--- src/rtl/bbc_micro_pkg.sv ---
// Shared definitions for the BBC Micro 1MHz bus slice.
// Holds the FSM state type, decode ranges, select bit indices and phases.
package bbc_micro_pkg;

   typedef enum logic [1:0] {
      IDLE      = 2'd0,
      WAIT_RISE = 2'd1,
      ACTIVE    = 2'd2,
      DONE      = 2'd3
   } state_t;

   localparam logic [1:0] PHI1 = 2'b01;
   localparam logic [1:0] PHI2 = 2'b10;

   localparam logic [15:0] FRED_BASE = 16'hFC00;
   localparam logic [15:0] FRED_MASK = 16'hFF00;
   localparam logic [15:0] JIM_BASE  = 16'hFD00;
   localparam logic [15:0] JIM_MASK  = 16'hFF00;
   localparam logic [15:0] SVIA_BASE = 16'hFE40;
   localparam logic [15:0] SVIA_MASK = 16'hFFE0;
   localparam logic [15:0] UVIA_BASE = 16'hFE60;
   localparam logic [15:0] UVIA_MASK = 16'hFFE0;

   localparam int SEL_FRED = 0;
   localparam int SEL_JIM  = 1;
   localparam int SEL_SVIA = 2;
   localparam int SEL_UVIA = 3;

   function automatic logic in_range(
      input logic [15:0] a,
      input logic [15:0] base,
      input logic [15:0] mask
   );
      return (a & mask) == base;
   endfunction

endpackage

--- src/rtl/bbc_micro_one_mhz_bus_if.sv ---
// CPU-side bus bundle of the 1MHz bus bridge.
// master = CPU (drives address/control), slave = bridge (returns read data).
interface bbc_micro_one_mhz_bus_if;

   logic        cpu_valid;
   logic [15:0] cpu_address;
   logic        cpu_read_not_write;
   logic [7:0]  cpu_write_data;
   logic [7:0]  cpu_read_data;
   logic        cpu_read_data_valid;

   modport master (
      output cpu_valid,
      output cpu_address,
      output cpu_read_not_write,
      output cpu_write_data,
      input  cpu_read_data,
      input  cpu_read_data_valid
   );

   modport slave (
      input  cpu_valid,
      input  cpu_address,
      input  cpu_read_not_write,
      input  cpu_write_data,
      output cpu_read_data,
      output cpu_read_data_valid
   );

endinterface

--- src/rtl/bbc_micro_one_mhz_decode.sv ---
// Combinational 1MHz bus address decode.
// Ports: address, valid in; one-hot select and hit out.
module bbc_micro_one_mhz_decode
   import bbc_micro_pkg::*;
(
   input  logic [15:0] address,
   input  logic        valid,
   output logic [3:0]  select,
   output logic        hit
);

   logic [3:0] match;

   always_comb begin
      match           = '0;
      match[SEL_FRED] = in_range(address, FRED_BASE, FRED_MASK);
      match[SEL_JIM]  = in_range(address, JIM_BASE, JIM_MASK);
      match[SEL_SVIA] = in_range(address, SVIA_BASE, SVIA_MASK);
      match[SEL_UVIA] = in_range(address, UVIA_BASE, UVIA_MASK);
   end

   assign hit    = valid && $onehot(match);
   assign select = hit ? match : 4'b0000;

endmodule

--- src/rtl/bbc_micro_one_mhz_bus.sv ---
// Bridge from the CPU bus to the 1MHz peripherals (FRED, JIM, VIAs).
// Ports: clk/reset_n, clock_control inputs, CPU bus, peripheral bus, count.
module bbc_micro_one_mhz_bus
   import bbc_micro_pkg::*;
(
   input  logic                          clk,
   input  logic                          reset_n,
   input  logic                          clk_enable,
   input  logic                          cc_enable_cpu,
   input  logic                          cc_enable_1MHz_rising,
   input  logic                          cc_enable_1MHz_falling,
   input  logic                          cc_reset_cpu,
   input  logic [1:0]                    cc_phi,
   bbc_micro_one_mhz_bus_if.slave        bus,
   input  logic [7:0]                    per_read_data,
   output logic                          cpu_1MHz_access,
   output logic [3:0]                    per_select,
   output logic [7:0]                    per_address,
   output logic                          per_read_not_write,
   output logic [7:0]                    per_write_data,
   output logic                          per_strobe,
   output logic [15:0]                   access_count
);

   state_t      state;
   state_t      nxt;
   logic [3:0]  dec_sel;
   logic        dec_hit;
   logic [3:0]  sel_q;
   logic [7:0]  addr_q;
   logic [7:0]  wdata_q;
   logic [7:0]  rd_q;
   logic        rnw_q;
   logic [15:0] count_q;
   logic        start;
   logic        active;
   logic        fall_now;
   logic        latch;
   logic        capture;

   bbc_micro_one_mhz_decode u_decode (
      .address (bus.cpu_address),
      .valid   (bus.cpu_valid),
      .select  (dec_sel),
      .hit     (dec_hit)
   );

   assign start    = (state == IDLE) && (cc_phi == PHI1) && dec_hit;
   assign active   = (state == ACTIVE);
   assign fall_now = active && cc_enable_1MHz_falling;
   // a CPU reset aborts the cycle, so neither latch nor capture happens
   assign latch    = start && !cc_reset_cpu;
   assign capture  = fall_now && !cc_reset_cpu;

   always_ff @(posedge clk or negedge reset_n) begin
      if (!reset_n) begin
         state <= IDLE;
      end else if (clk_enable) begin
         state <= nxt;
      end
   end

   always_comb begin
      nxt = state;
      if (cc_reset_cpu) begin
         nxt = IDLE;
      end else begin
         unique case (state)
            IDLE:      if (start) nxt = WAIT_RISE;
            WAIT_RISE: if (cc_enable_1MHz_rising) nxt = ACTIVE;
            ACTIVE:    if (cc_enable_1MHz_falling)
                          nxt = cc_enable_cpu ? IDLE : DONE;
            DONE:      if (cc_enable_cpu) nxt = IDLE;
            default:   nxt = IDLE;
         endcase
      end
   end

   always_comb begin
      cpu_1MHz_access         = start || (state != IDLE);
      per_select              = active ? sel_q : 4'b0000;
      per_strobe              = active;
      per_address             = addr_q;
      per_read_not_write      = rnw_q;
      per_write_data          = wdata_q;
      access_count            = count_q;
      bus.cpu_read_data_valid = rnw_q && (fall_now || (state == DONE));
      bus.cpu_read_data       = fall_now ? per_read_data : rd_q;
   end

   always_ff @(posedge clk or negedge reset_n) begin
      if (!reset_n) begin
         sel_q   <= 4'b0000;
         addr_q  <= 8'h00;
         wdata_q <= 8'h00;
         rnw_q   <= 1'b1;
         rd_q    <= 8'h00;
         count_q <= 16'h0000;
      end else if (clk_enable) begin
         if (latch) begin
            sel_q   <= dec_sel;
            addr_q  <= bus.cpu_address[7:0];
            wdata_q <= bus.cpu_write_data;
            rnw_q   <= bus.cpu_read_not_write;
         end
         if (capture) begin
            rd_q <= per_read_data;
            if (count_q != 16'hFFFF) begin
               count_q <= count_q + 16'd1;
            end
         end
      end
   end

endmodule

--- src/flat_wrapper.sv ---
// flat-port wrapper written by rule: the top's interface ports become plain ports
module bbc_micro_one_mhz_bus_flat import bbc_micro_pkg::*;
  (clk, reset_n, clk_enable, cc_enable_cpu, cc_enable_1MHz_rising, cc_enable_1MHz_falling, cc_reset_cpu, cc_phi, per_read_data, cpu_1MHz_access, per_select, per_address, per_read_not_write, per_write_data, per_strobe, access_count, bus_cpu_valid, bus_cpu_address, bus_cpu_read_not_write, bus_cpu_write_data, bus_cpu_read_data, bus_cpu_read_data_valid);
  bbc_micro_one_mhz_bus_if bus_i ();
  input  logic clk;
  input  logic reset_n;
  input  logic clk_enable;
  input  logic cc_enable_cpu;
  input  logic cc_enable_1MHz_rising;
  input  logic cc_enable_1MHz_falling;
  input  logic cc_reset_cpu;
  input  logic [1:0] cc_phi;
  input  logic [7:0] per_read_data;
  output logic cpu_1MHz_access;
  output logic [3:0] per_select;
  output logic [7:0] per_address;
  output logic per_read_not_write;
  output logic [7:0] per_write_data;
  output logic per_strobe;
  output logic [15:0] access_count;
  input wire logic [$bits(bus_i.cpu_valid)-1:0] bus_cpu_valid;
  input wire logic [$bits(bus_i.cpu_address)-1:0] bus_cpu_address;
  input wire logic [$bits(bus_i.cpu_read_not_write)-1:0] bus_cpu_read_not_write;
  input wire logic [$bits(bus_i.cpu_write_data)-1:0] bus_cpu_write_data;
  output wire logic [$bits(bus_i.cpu_read_data)-1:0] bus_cpu_read_data;
  output wire logic [$bits(bus_i.cpu_read_data_valid)-1:0] bus_cpu_read_data_valid;
  assign bus_i.cpu_valid = bus_cpu_valid;
  assign bus_i.cpu_address = bus_cpu_address;
  assign bus_i.cpu_read_not_write = bus_cpu_read_not_write;
  assign bus_i.cpu_write_data = bus_cpu_write_data;
  assign bus_cpu_read_data = bus_i.cpu_read_data;
  assign bus_cpu_read_data_valid = bus_i.cpu_read_data_valid;
  bbc_micro_one_mhz_bus u_core (.clk(clk), .reset_n(reset_n), .clk_enable(clk_enable), .cc_enable_cpu(cc_enable_cpu), .cc_enable_1MHz_rising(cc_enable_1MHz_rising), .cc_enable_1MHz_falling(cc_enable_1MHz_falling), .cc_reset_cpu(cc_reset_cpu), .cc_phi(cc_phi), .bus(bus_i), .per_read_data(per_read_data), .cpu_1MHz_access(cpu_1MHz_access), .per_select(per_select), .per_address(per_address), .per_read_not_write(per_read_not_write), .per_write_data(per_write_data), .per_strobe(per_strobe), .access_count(access_count));
endmodule
--- config.mk ---
export PLATFORM = sky130hd
export DESIGN_NAME = bbc_micro_one_mhz_bus_flat
export DESIGN_NICKNAME = d
export VERILOG_FILES = /design/src/rtl/bbc_micro_pkg.sv /design/src/rtl/bbc_micro_one_mhz_bus_if.sv /design/src/rtl/bbc_micro_one_mhz_decode.sv /design/src/rtl/bbc_micro_one_mhz_bus.sv /design/src/flat_wrapper.sv
export SDC_FILE = /design/constraint.sdc
export NUM_CORES = 1
export LEC_CHECK = 0
export CAP_MARGIN = 10
export CORE_ASPECT_RATIO = 0.9
export CORE_MARGIN = 1
export CORE_UTILIZATION = 40
export DETAILED_ROUTE_END_ITERATION = 8
export GPL_ROUTABILITY_DRIVEN = 0
export GPL_TIMING_DRIVEN = 0
export PLACE_DENSITY_LB_ADDON = 0.15
export SKIP_LAST_GASP = 1
export SYNTH_ARGS = -nofsm -noshare
export SYNTH_HDL_FRONTEND = slang
export SYNTH_SLANG_ARGS = --single-unit
--- constraint.sdc ---
create_clock -name clk -period 2.9 [get_ports clk]
set_clock_uncertainty 0.15 [all_clocks]
set_input_delay 0.29 -clock clk [delete_from_list [all_inputs] [get_ports clk]]
set_output_delay 0.29 -clock clk [all_outputs]
set_load 0.01 [all_outputs]
# After elaboration in Yosys (flattened, before gate mapping)

Cells that the tools add are included.

Bits in registers: 47
Bits in latches: 0
Bits in writable memories: 0
Bits in read-only memories: 0
Input bits: 43
Output and inout bits: 48
Logic and storage cells: 51
Memories kept: 0

$add $sub $neg: 4
Multipliers: 0
Div/mod/pow operators: 0
$lt $le $gt $ge: 0
Equal/unequal tests: 14
Shift operators: 0
Muxes and demuxes: 10
Bitwise logic cells: 0
Reductions and logical operators: 16

Operators with widths:

| cell                  | count |
|---|---|
| $eq 11x11->1 const B  | 2 |
| $add 16x1->16 const B | 1 |
| $eq 8x8->1 const B    | 2 |
| $ne 16x16->1 const B  | 1 |
| $mux 2                | 6 |
| $ne 3x3->1 const B    | 3 |
| $mux 4                | 2 |
| $mux 8                | 1 |
| $pmux 2 s4            | 1 |
| $logic_and 1x1->1     | 7 |
| $reduce_and 5->1      | 1 |
| $add 1x1->2           | 2 |
| $eq 2x1->1 const B    | 2 |
| $eq 2x2->1 const B    | 2 |
| $reduce_and 2->1      | 2 |
| $add 3x3->3           | 1 |
| $eq 3x1->1 const B    | 1 |
| $ne 3x2->1 const B    | 1 |
| $reduce_and 3->1      | 1 |
| $logic_not 2->1       | 1 |
| $logic_or 1x1->1      | 2 |
| $reduce_bool 2->1     | 1 |
| $logic_not 1->1       | 1 |

# Depth between registers and ports, before layout

Gate-level depths: netlist (run 1).

Depth in word-level cells: 9
Depth in mapped cells: 11
Depth with buffers taken out: 10

# Cells and area by module

Synthesis (run 1) repeated with hierarchy kept, for this count alone.

Cells, all modules: 194
Area total of the unflattened synthesis: 2,369.8 sq um

Modules (own cells, without submodules):

| module                   | instances | cells each | area an instance (sq um) | sequential area each (sq um) |
|---|---|---|---|---|
| bbc_micro_one_mhz_bus    | 1         | 171        | 2,199.6                  | 1,177.4 |
| bbc_micro_one_mhz_decode | 1         | 23         | 170.2                    | 0.0 |

# Worst setup path before layout (run 1)

Ideal clock, no wire load.

Path type: in2reg
Start point: input port bus_cpu_address[13]
End point: register u_core.addr_q[0], in the netlist u_core.per_address[0]
Library setup time: 125 ps
Arrival time: 3,179 ps
Data required time: 2,625 ps
Slack: -554 ps
Stages: 11
Buffers on the path: 1
Cells stage by stage: nand4_1 > or3_1 > nor4b_1 > ha_1 > ha_1 > fa_1 > nand4bb_1 > nor3b_2 > or4b_4 > buf_6 > mux2_2

Cells in the longest elaborated chain, start to end: 8
Elaborated cells on any way between the ends: 12
Those cells by class: add/sub: 3; eq/ne: 5; reduce/logical: 4

RTL lines:

| item                                       | RTL line                       | source |
|---|---|---|
| start: declaration                         | flat_wrapper.sv:22             | `input wire logic [$bits(bus_i.cpu_address)-1:0] bus_cpu_address;` |
| $eq 11x11->1 or $eq 8x8->1 (tied branches) | bbc_micro_pkg.sv:34            | `return (a & mask) == base;` |
| $add 1x1->2 (not written as such)          | bbc_micro_one_mhz_decode.sv:22 | `assign hit = valid && $onehot(match);` |
| $add 3x3->3 (not written as such) *        | bbc_micro_one_mhz_decode.sv:22 |  |
| $eq 3x1->1 *                               | bbc_micro_one_mhz_decode.sv:22 |  |
| $logic_and 1x1->1 *                        | bbc_micro_one_mhz_decode.sv:22 |  |
| $logic_and 1x1->1 *                        | bbc_micro_one_mhz_bus.sv:48    | `assign start = (state == IDLE) && (cc_phi == PHI1) && dec_hit;` |
| $logic_and 1x1->1 *                        | bbc_micro_one_mhz_bus.sv:52    | `assign latch = start && !cc_reset_cpu;` |
| $reduce_and 2->1 (no source line) *        | n/a                            |  |
| end signal: assignment                     | bbc_micro_one_mhz_bus.sv:102   | `addr_q <= bus.cpu_address[7:0];` |
| end: declaration                           | bbc_micro_one_mhz_bus.sv:30    | `logic [7:0] addr_q;` |

Mark *: on every way between the ends. The rest lies on a longest branch, timed or not.
A chain may end at the register's enable or synchronous reset.

# Worst setup path after layout (run 1)

Start point: input port bus_cpu_address[8]
End point: register u_core.addr_q[1], in the netlist u_core.per_address[1]

Same word-level chain as after synthesis.

==> flow_summary.json, run 1 <==
{
  "worst_setup_path_start_kind": "input port",
  "die_y_microns": 74.8,
  "routed_wl_microns": 5390,
  "syn_to_final_growth_pct": 54.3,
  "root_buffer": "clkbuf_8",
  "setup_viol_count_final": 22,
  "worst-path-buf-inv": 2,
  "clk_latency_ps": 310,
  "r2r_setup_slack_ps": 770,
  "start_util": 0.416,
  "pwr-share-clk": 0.402,
  "final_max_slew_viol_count": 0,
  "cts_tree": "done",
  "ys_async_sr_fraction": 1.00,
  "crit_path_max_incr_delay_ps": 560,
  "cts_sinks": 47,
  "grt_max_degree": 25,
  "dp_hpwl_microns": 3800,
  "die_w_microns": 82.9,
  "fp.dieArea_sq_um": 6200,
  "worst_pin_slew_ps": 605,
  "drive_above_1_share": 0.303,
  "synthTopCellsByArea": "dfrtp_1, mux2_2, xor2_1",
  "vias": 1889,
  "crit_chain": "clkdlybuf4s15_1 > or3_4 > nor4b_4 > ha_1 > ha_2 > fa_2 > nand4bb_4 > nor3b_4 > or4b_4 > buf_8 > mux2_4",
  "path_class": "in -> reg",
  "ioPinCount": 91,
  "p_leak_nw": 1.66,
  "ir_drop_mv": 0.207,
  "p_sw_mw": 0.272,
  "layout_common_cells": "clkdlybuf4s50_1, dfrtp_1, mux2_2, nand2_1, nor3_1",
  "synth_edf_count": 0,
  "grt_pass1_wl_microns": 8840,
  "holdPathStages": 2,
  "p_int_mw": 1.00,
  "grt_pass1_vias": 1759,
  "dp_cells": 350,
  "diodes": 0,
  "hold_end": "u_core.per_address[6]",
  "ys_seq_elements": 47,
  "fin_crit_sh": 1.18,
  "cp-end-kind": "register",
  "io_buffers": 90,
  "firstDrtPassIters": 4,
  "power_mw": 1.28,
  "yosys_most_used_dff": "dfrtp_1",
  "hold-worst-slack_ps": 258,
  "htreeDepth": 2,
  "grt_overflow": 0,
  "core_sq_um": 5660,
  "synth_top_area_frac": 0.489,
  "grt_usage": 0.183,
  "rsz0062_at_grt": "true",
  "synth.largest_area_cell": "dfrtp_1",
  "cts_inserted_buffers": 5,
  "final_nets": 344,
  "hp-class": "in -> reg",
  "slew_headroom": 0.597,
  "post_synth.cell_area_avg_sq_um": 12.5,
  "violations": "setup timing",
  "netlist_instances": 189,
  "status": "finished, violations left",
  "cp_max_fo": 5,
  "ys_seq_area_frac": 0.500,
  "final-instance-count-excl-fill": 367,
  "initialDrtViolationCount": 70,
  "hold_violations": 0,
  "ant_nets": 0,
  "hold_start": "bus_cpu_address[6]",
  "synth_cell_types": 39,
  "power_density_nw_per_um2": 351,
  "fmax_ghz": 0.291,
  "antenna_found_initial": 0,
  "switching_share": 0.213,
  "final_common_cell": "clkdlybuf4s50_1",
  "wl_per_cell_microns": 14.7,
  "maxCapViolCount": 0,
  "r2r_cells": 6,
  "drc": 0,
  "cp.required_ps": 2940,
  "synthesis.nets": 237,
  "synth_warnings": 0,
  "cp_top_family": "simple AND/OR/NAND/NOR gates",
  "clk_path_buf_depth": 2,
  "critPathSlowestCell": "or4b_4",
  "clk_pin_slew_ps": 90,
  "period_needed_ps": 3430,
  "detailedPlace.worstSlack_ps": -1190,
  "placementRows": 26,
  "p_comb_frac": 0.081,
  "fin_ws_ps": -534,
  "worstReg2RegStart": "u_core.state[0]",
  "placed_area_sq_um": 3390,
  "r2r_end": "u_core.access_count[14]",
  "seqPwrFrac": 0.517,
  "nFillCells": 454,
  "arrival_ps": 3480,
  "final_area_sq_um": 3630,
  "synth_area_sq_um": 2350,
  "viasPerCell": 5.15
}
## layout make-up
class	instances	area (sq um)	share of cell area
Inverter	1	3.75	0.00103
Clock inverter	2	35.0	0.00965
Sequential cell	47	1180	0.324
Buffer	7	56.3	0.0155
Clock buffer	6	82.6	0.0227
Tap cell	70	87.6	0.0241
Timing Repair Buffer	100	993	0.274
Multi-Input combinational cell	134	1190	0.329
## through the flow
stage           util  setup TNS, ps
2_1_floorplan      -          -9090
3_3_place_gp   0.597         -27420
3_5_place_dp   0.599         -25460
4_1_cts        0.636         -11170
5_1_grt        0.641         -13310
6_report       0.641         -10880
## sequential cells by signal, summed over array words and instances, names as in the netlist
| signal | cells |
|---|---|
| u_core.sel_q | 4 |
| u_core.rd_q | 8 |
| u_core.per_read_not_write | 1 |
| u_core.per_address | 8 |
| u_core.per_write_data | 8 |
| u_core.access_count | 16 |
| u_core.state | 2 |
## Yosys cell counts (4+ instances only)
cell and n:
dfrtp_1 46, mux2_2 42, nand2_1 15, nor3_1 9, xor2_1 8, nand3_1 6, nand4_1 5, and2_1 4
ha_1 4, nor4b_1 4, o21ai_0 4
## layer usage
layer / GRT usage / part of all wire / vias up
met5: 0 / 0 / -
met4: 0.0575 / 0.012 / 0
met3: 0.0548 / 0.068 / 8
met2: 0.287 / 0.46 / 68
met1: 0.247 / 0.46 / 913
li1: - / - / 900
## power by group through the flow
| stage | combinational [mW] | clock, mW | sequential [mW] |
|---|---|---|---|
| final | 0.103 | 0.513 | 0.659 |
| after global routing | 0.112 | 0.549 | 0.660 |
| after CTS | 0.102 | 0.524 | 0.659 |
| after detailed placement | 0.0986 | 0 | 0.672 |
| after global placement | 0.0953 | 0 | 0.672 |
| after floorplan | 0.0125 | 0 | 0.673 |
## how the worst max path moves through the flow
| stage | start | endpoint | slack, ps | cells past startpoint |
|---|---|---|---|---|
| 3_3_place_gp | bus_cpu_address[13] | u_core.per_address[1] | -1190 | 12 |
| 4_1_cts | bus_cpu_address[10] | u_core.per_address[1] | -540 | 12 |
| 6_report | bus_cpu_address[8] | u_core.per_address[1] | -530 | 11 |
| 3_5_place_dp | bus_cpu_address[11] | u_core.per_address[1] | -1190 | 12 |
| 2_1_floorplan | bus_cpu_address[13] | u_core.per_address[1] | -470 | 11 |
| 5_1_grt | bus_cpu_address[12] | u_core.per_address[1] | -640 | 12 |
## cell families after synthesis
group / count (synthesis) / share of synthesized area
simple gates: 66 / 0.177
xor+xnor: 11 / 0.0409
compound gates: 10 / 0.0271
fa+ha+maj: 5 / 0.0298
flops: 47 / 0.500
mux: 42 / 0.201
buf+inv: 8 / 0.0239
## worst register-to-register path, stage by stage (launching register included)
cell	delay, ps
dfrtp_1	390
buf_6	130
nand3b_4	160
or3_1	360
buf_2	170
nor4_2	280
mux2_2	360
## timing repair
| item | in CTS | in global routing |
|---|---|---|
| endpoints found under the hold margin | 22 | 0 |
| hold buffers | 1 | 0 |
| buffers inserted | 6 | 1 |
| pin swaps | 11 | 8 |
| cloned | 1 | 0 |
| gates resized for setup | 30 | 6 |
| endpoints found under the setup margin | 23 | 22 |
Power figures use the tool's default switching activity.
==> run 2: changes to the inputs <==
--- a/config.mk
+++ b/config.mk
@@ -8,7 +8,7 @@
 export CAP_MARGIN = 10
 export CORE_ASPECT_RATIO = 0.9
 export CORE_MARGIN = 1
-export CORE_UTILIZATION = 40
+export CORE_UTILIZATION = 44
 export DETAILED_ROUTE_END_ITERATION = 8
 export GPL_ROUTABILITY_DRIVEN = 0
 export GPL_TIMING_DRIVEN = 0
@@ -17,3 +17,4 @@
 export SYNTH_ARGS = -nofsm -noshare
 export SYNTH_HDL_FRONTEND = slang
 export SYNTH_SLANG_ARGS = --single-unit
+export TNS_END_PERCENT = 100
==> constraint.sdc (replaced) <==
create_clock -name clk -period 3.6 [get_ports clk]
set_clock_uncertainty 0.15 [all_clocks]
set_input_delay 0.36 -clock clk [delete_from_list [all_inputs] [get_ports clk]]
set_output_delay 0.36 -clock clk [all_outputs]
set_load 0.01 [all_outputs]
==> flow_summary.json, run 2 (synthesis results as in run 1) <==
{
  "status": "completed",
  "vias": 1869,
  "clk_path_buf_depth": 2,
  "largest_reg_flops": 16,
  "met2_usage": 0.362,
  "setup_viol_count_final": 0,
  "fmax_ghz": 0.287,
  "wl_per_cell_microns": 15.4,
  "cp-end-kind": "register",
  "antenna_found_initial": 0,
  "grt_max_degree": 35,
  "core_sq_um": 4980,
  "fin_crit_sh": 0.969,
  "holdPathStages": 2,
  "period_needed_ps": 3490,
  "firstDrtPassIters": 4,
  "fin_ws_ps": 112,
  "placementRows": 24,
  "root_buffer": "clkbuf_8",
  "layout_common_cells": "clkdlybuf4s50_1, dfrtp_1, mux2_2, nand2_1, nor3_1",
  "ant_nets": 0,
  "p_leak_nw": 1.69,
  "drive_above_1_share": 0.306,
  "detailedPlace.worstSlack_ps": -743,
  "met3_usage": 0.0548,
  "worstReg2RegStart": "u_core.state[0]",
  "initialDrtViolationCount": 51,
  "clk_latency_ps": 290,
  "final_area_sq_um": 3630,
  "grt_overflow": 0,
  "hold_violations": 0,
  "nFillCells": 367,
  "cts_tree": "done",
  "grt_usage": 0.215,
  "hold_start": "bus_cpu_address[6]",
  "r2r_end": "u_core.access_count[14]",
  "placed_area_sq_um": 3350,
  "start_util": 0.472,
  "diodes": 0,
  "drc": 0,
  "path_class": "in -> reg",
  "final_nets": 344,
  "fin_util": 0.729,
  "power_mw": 1.02,
  "die_y_microns": 71.4,
  "power_density_nw_per_um2": 281,
  "hold_end": "u_core.per_address[6]",
  "syn_to_final_growth_pct": 54.3,
  "r2r_cells": 6,
  "cts_sinks": 47,
  "die_w_microns": 79.1,
  "io_buffers": 90,
  "fp.dieArea_sq_um": 5650,
  "worst_pin_slew_ps": 539,
  "worst_setup_path_start_kind": "input port",
  "hp-class": "in -> reg",
  "ioPinCount": 91,
  "ir_drop_mv": 0.193,
  "cp.required_ps": 3630,
  "final_max_slew_viol_count": 0,
  "cp_max_fo": 5,
  "cts_inserted_buffers": 5,
  "grt_pass1_wl_microns": 9420,
  "routed_wl_microns": 5590,
  "met1_usage": 0.280,
  "clk_pin_slew_ps": 90,
  "hold-worst-slack_ps": 253,
  "final_common_cell": "clkdlybuf4s50_1",
  "maxCapViolCount": 0,
  "arrival_ps": 3520,
  "r2r_setup_slack_ps": 1500,
  "grt_pass1_vias": 1912,
  "viasPerCell": 5.16,
  "slew_headroom": 0.637,
  "dp_hpwl_microns": 3800,
  "htreeDepth": 2,
  "grt.busiest_layer": "met2"
}
run 2: area by class of cell:
class                   count  area (sq um)  area share
plain buffers               7          60.1      0.0165
clock buffers               6          82.6      0.0227
repair buffers            100          1010       0.279
clock inverters             2          35.0     0.00965
well taps                  65          81.3      0.0224
flip-flops and latches     47          1180       0.324
multi-input cells         134          1180       0.324
inverters                   1          3.75     0.00103
run 2: routing by layer:
| metal | vias up | wire length (microns) |
|---|---|---|
| met5 | - | 0 |
| met4 | 0 | 32 |
| met3 | 4 | 350 |
| met2 | 66 | 2680 |
| met1 | 899 | 2520 |
| li1 | 900 | - |
run 2: worst max-delay path by stage:
stage / cells after the start / startpoint / endpoint / slack [ps]
after floorplan: 11 / bus_cpu_address[13] / u_core.per_address[0] / 80
after global placement: 12 / bus_cpu_address[13] / u_core.per_write_data[0] / -670
after global routing: 12 / bus_cpu_address[10] / u_core.sel_q[1] / -30
after detailed placement: 12 / bus_cpu_address[13] / u_core.sel_q[1] / -740
after CTS: 13 / bus_cpu_address[15] / u_core.sel_q[1] / 3
final: 12 / bus_cpu_address[10] / u_core.sel_q[1] / 110
run 2: repair_timing:
action,CTS,global route
endpoints found under the setup margin,22,21
hold buffers,1,0
hold endpoints to repair,13,0
buffers inserted,5,3
resized for setup,36,11
cloned,2,0
pin swaps,10,11
run 2: report_power, final:
part / internal, mW / total, mW / switching, mW
Clock: 0.225 / 0.407 / 0.182
Sequential: 0.530 / 0.531 / 0.00114
Combinational: 0.0516 / 0.0816 / 0.0300
Total: 0.806 / 1.02 / 0.213
run 2: critical path, stage by stage:
cell	delay [ps]
buf_6	60
nand4_1	120
or3_4	390
nor4b_4	310
ha_1	290
ha_2	190
fa_2	320
nand4bb_1	210
nor3b_2	220
or4b_4	580
buf_8	180
mux2_4	290
run 2: through the flow:
stage               cells  TNS, ps
floorplan             189        0
global placement      344   -14520
detailed placement    345   -15810
CTS                   361        0
global route          362    -89.9
finish                362        0
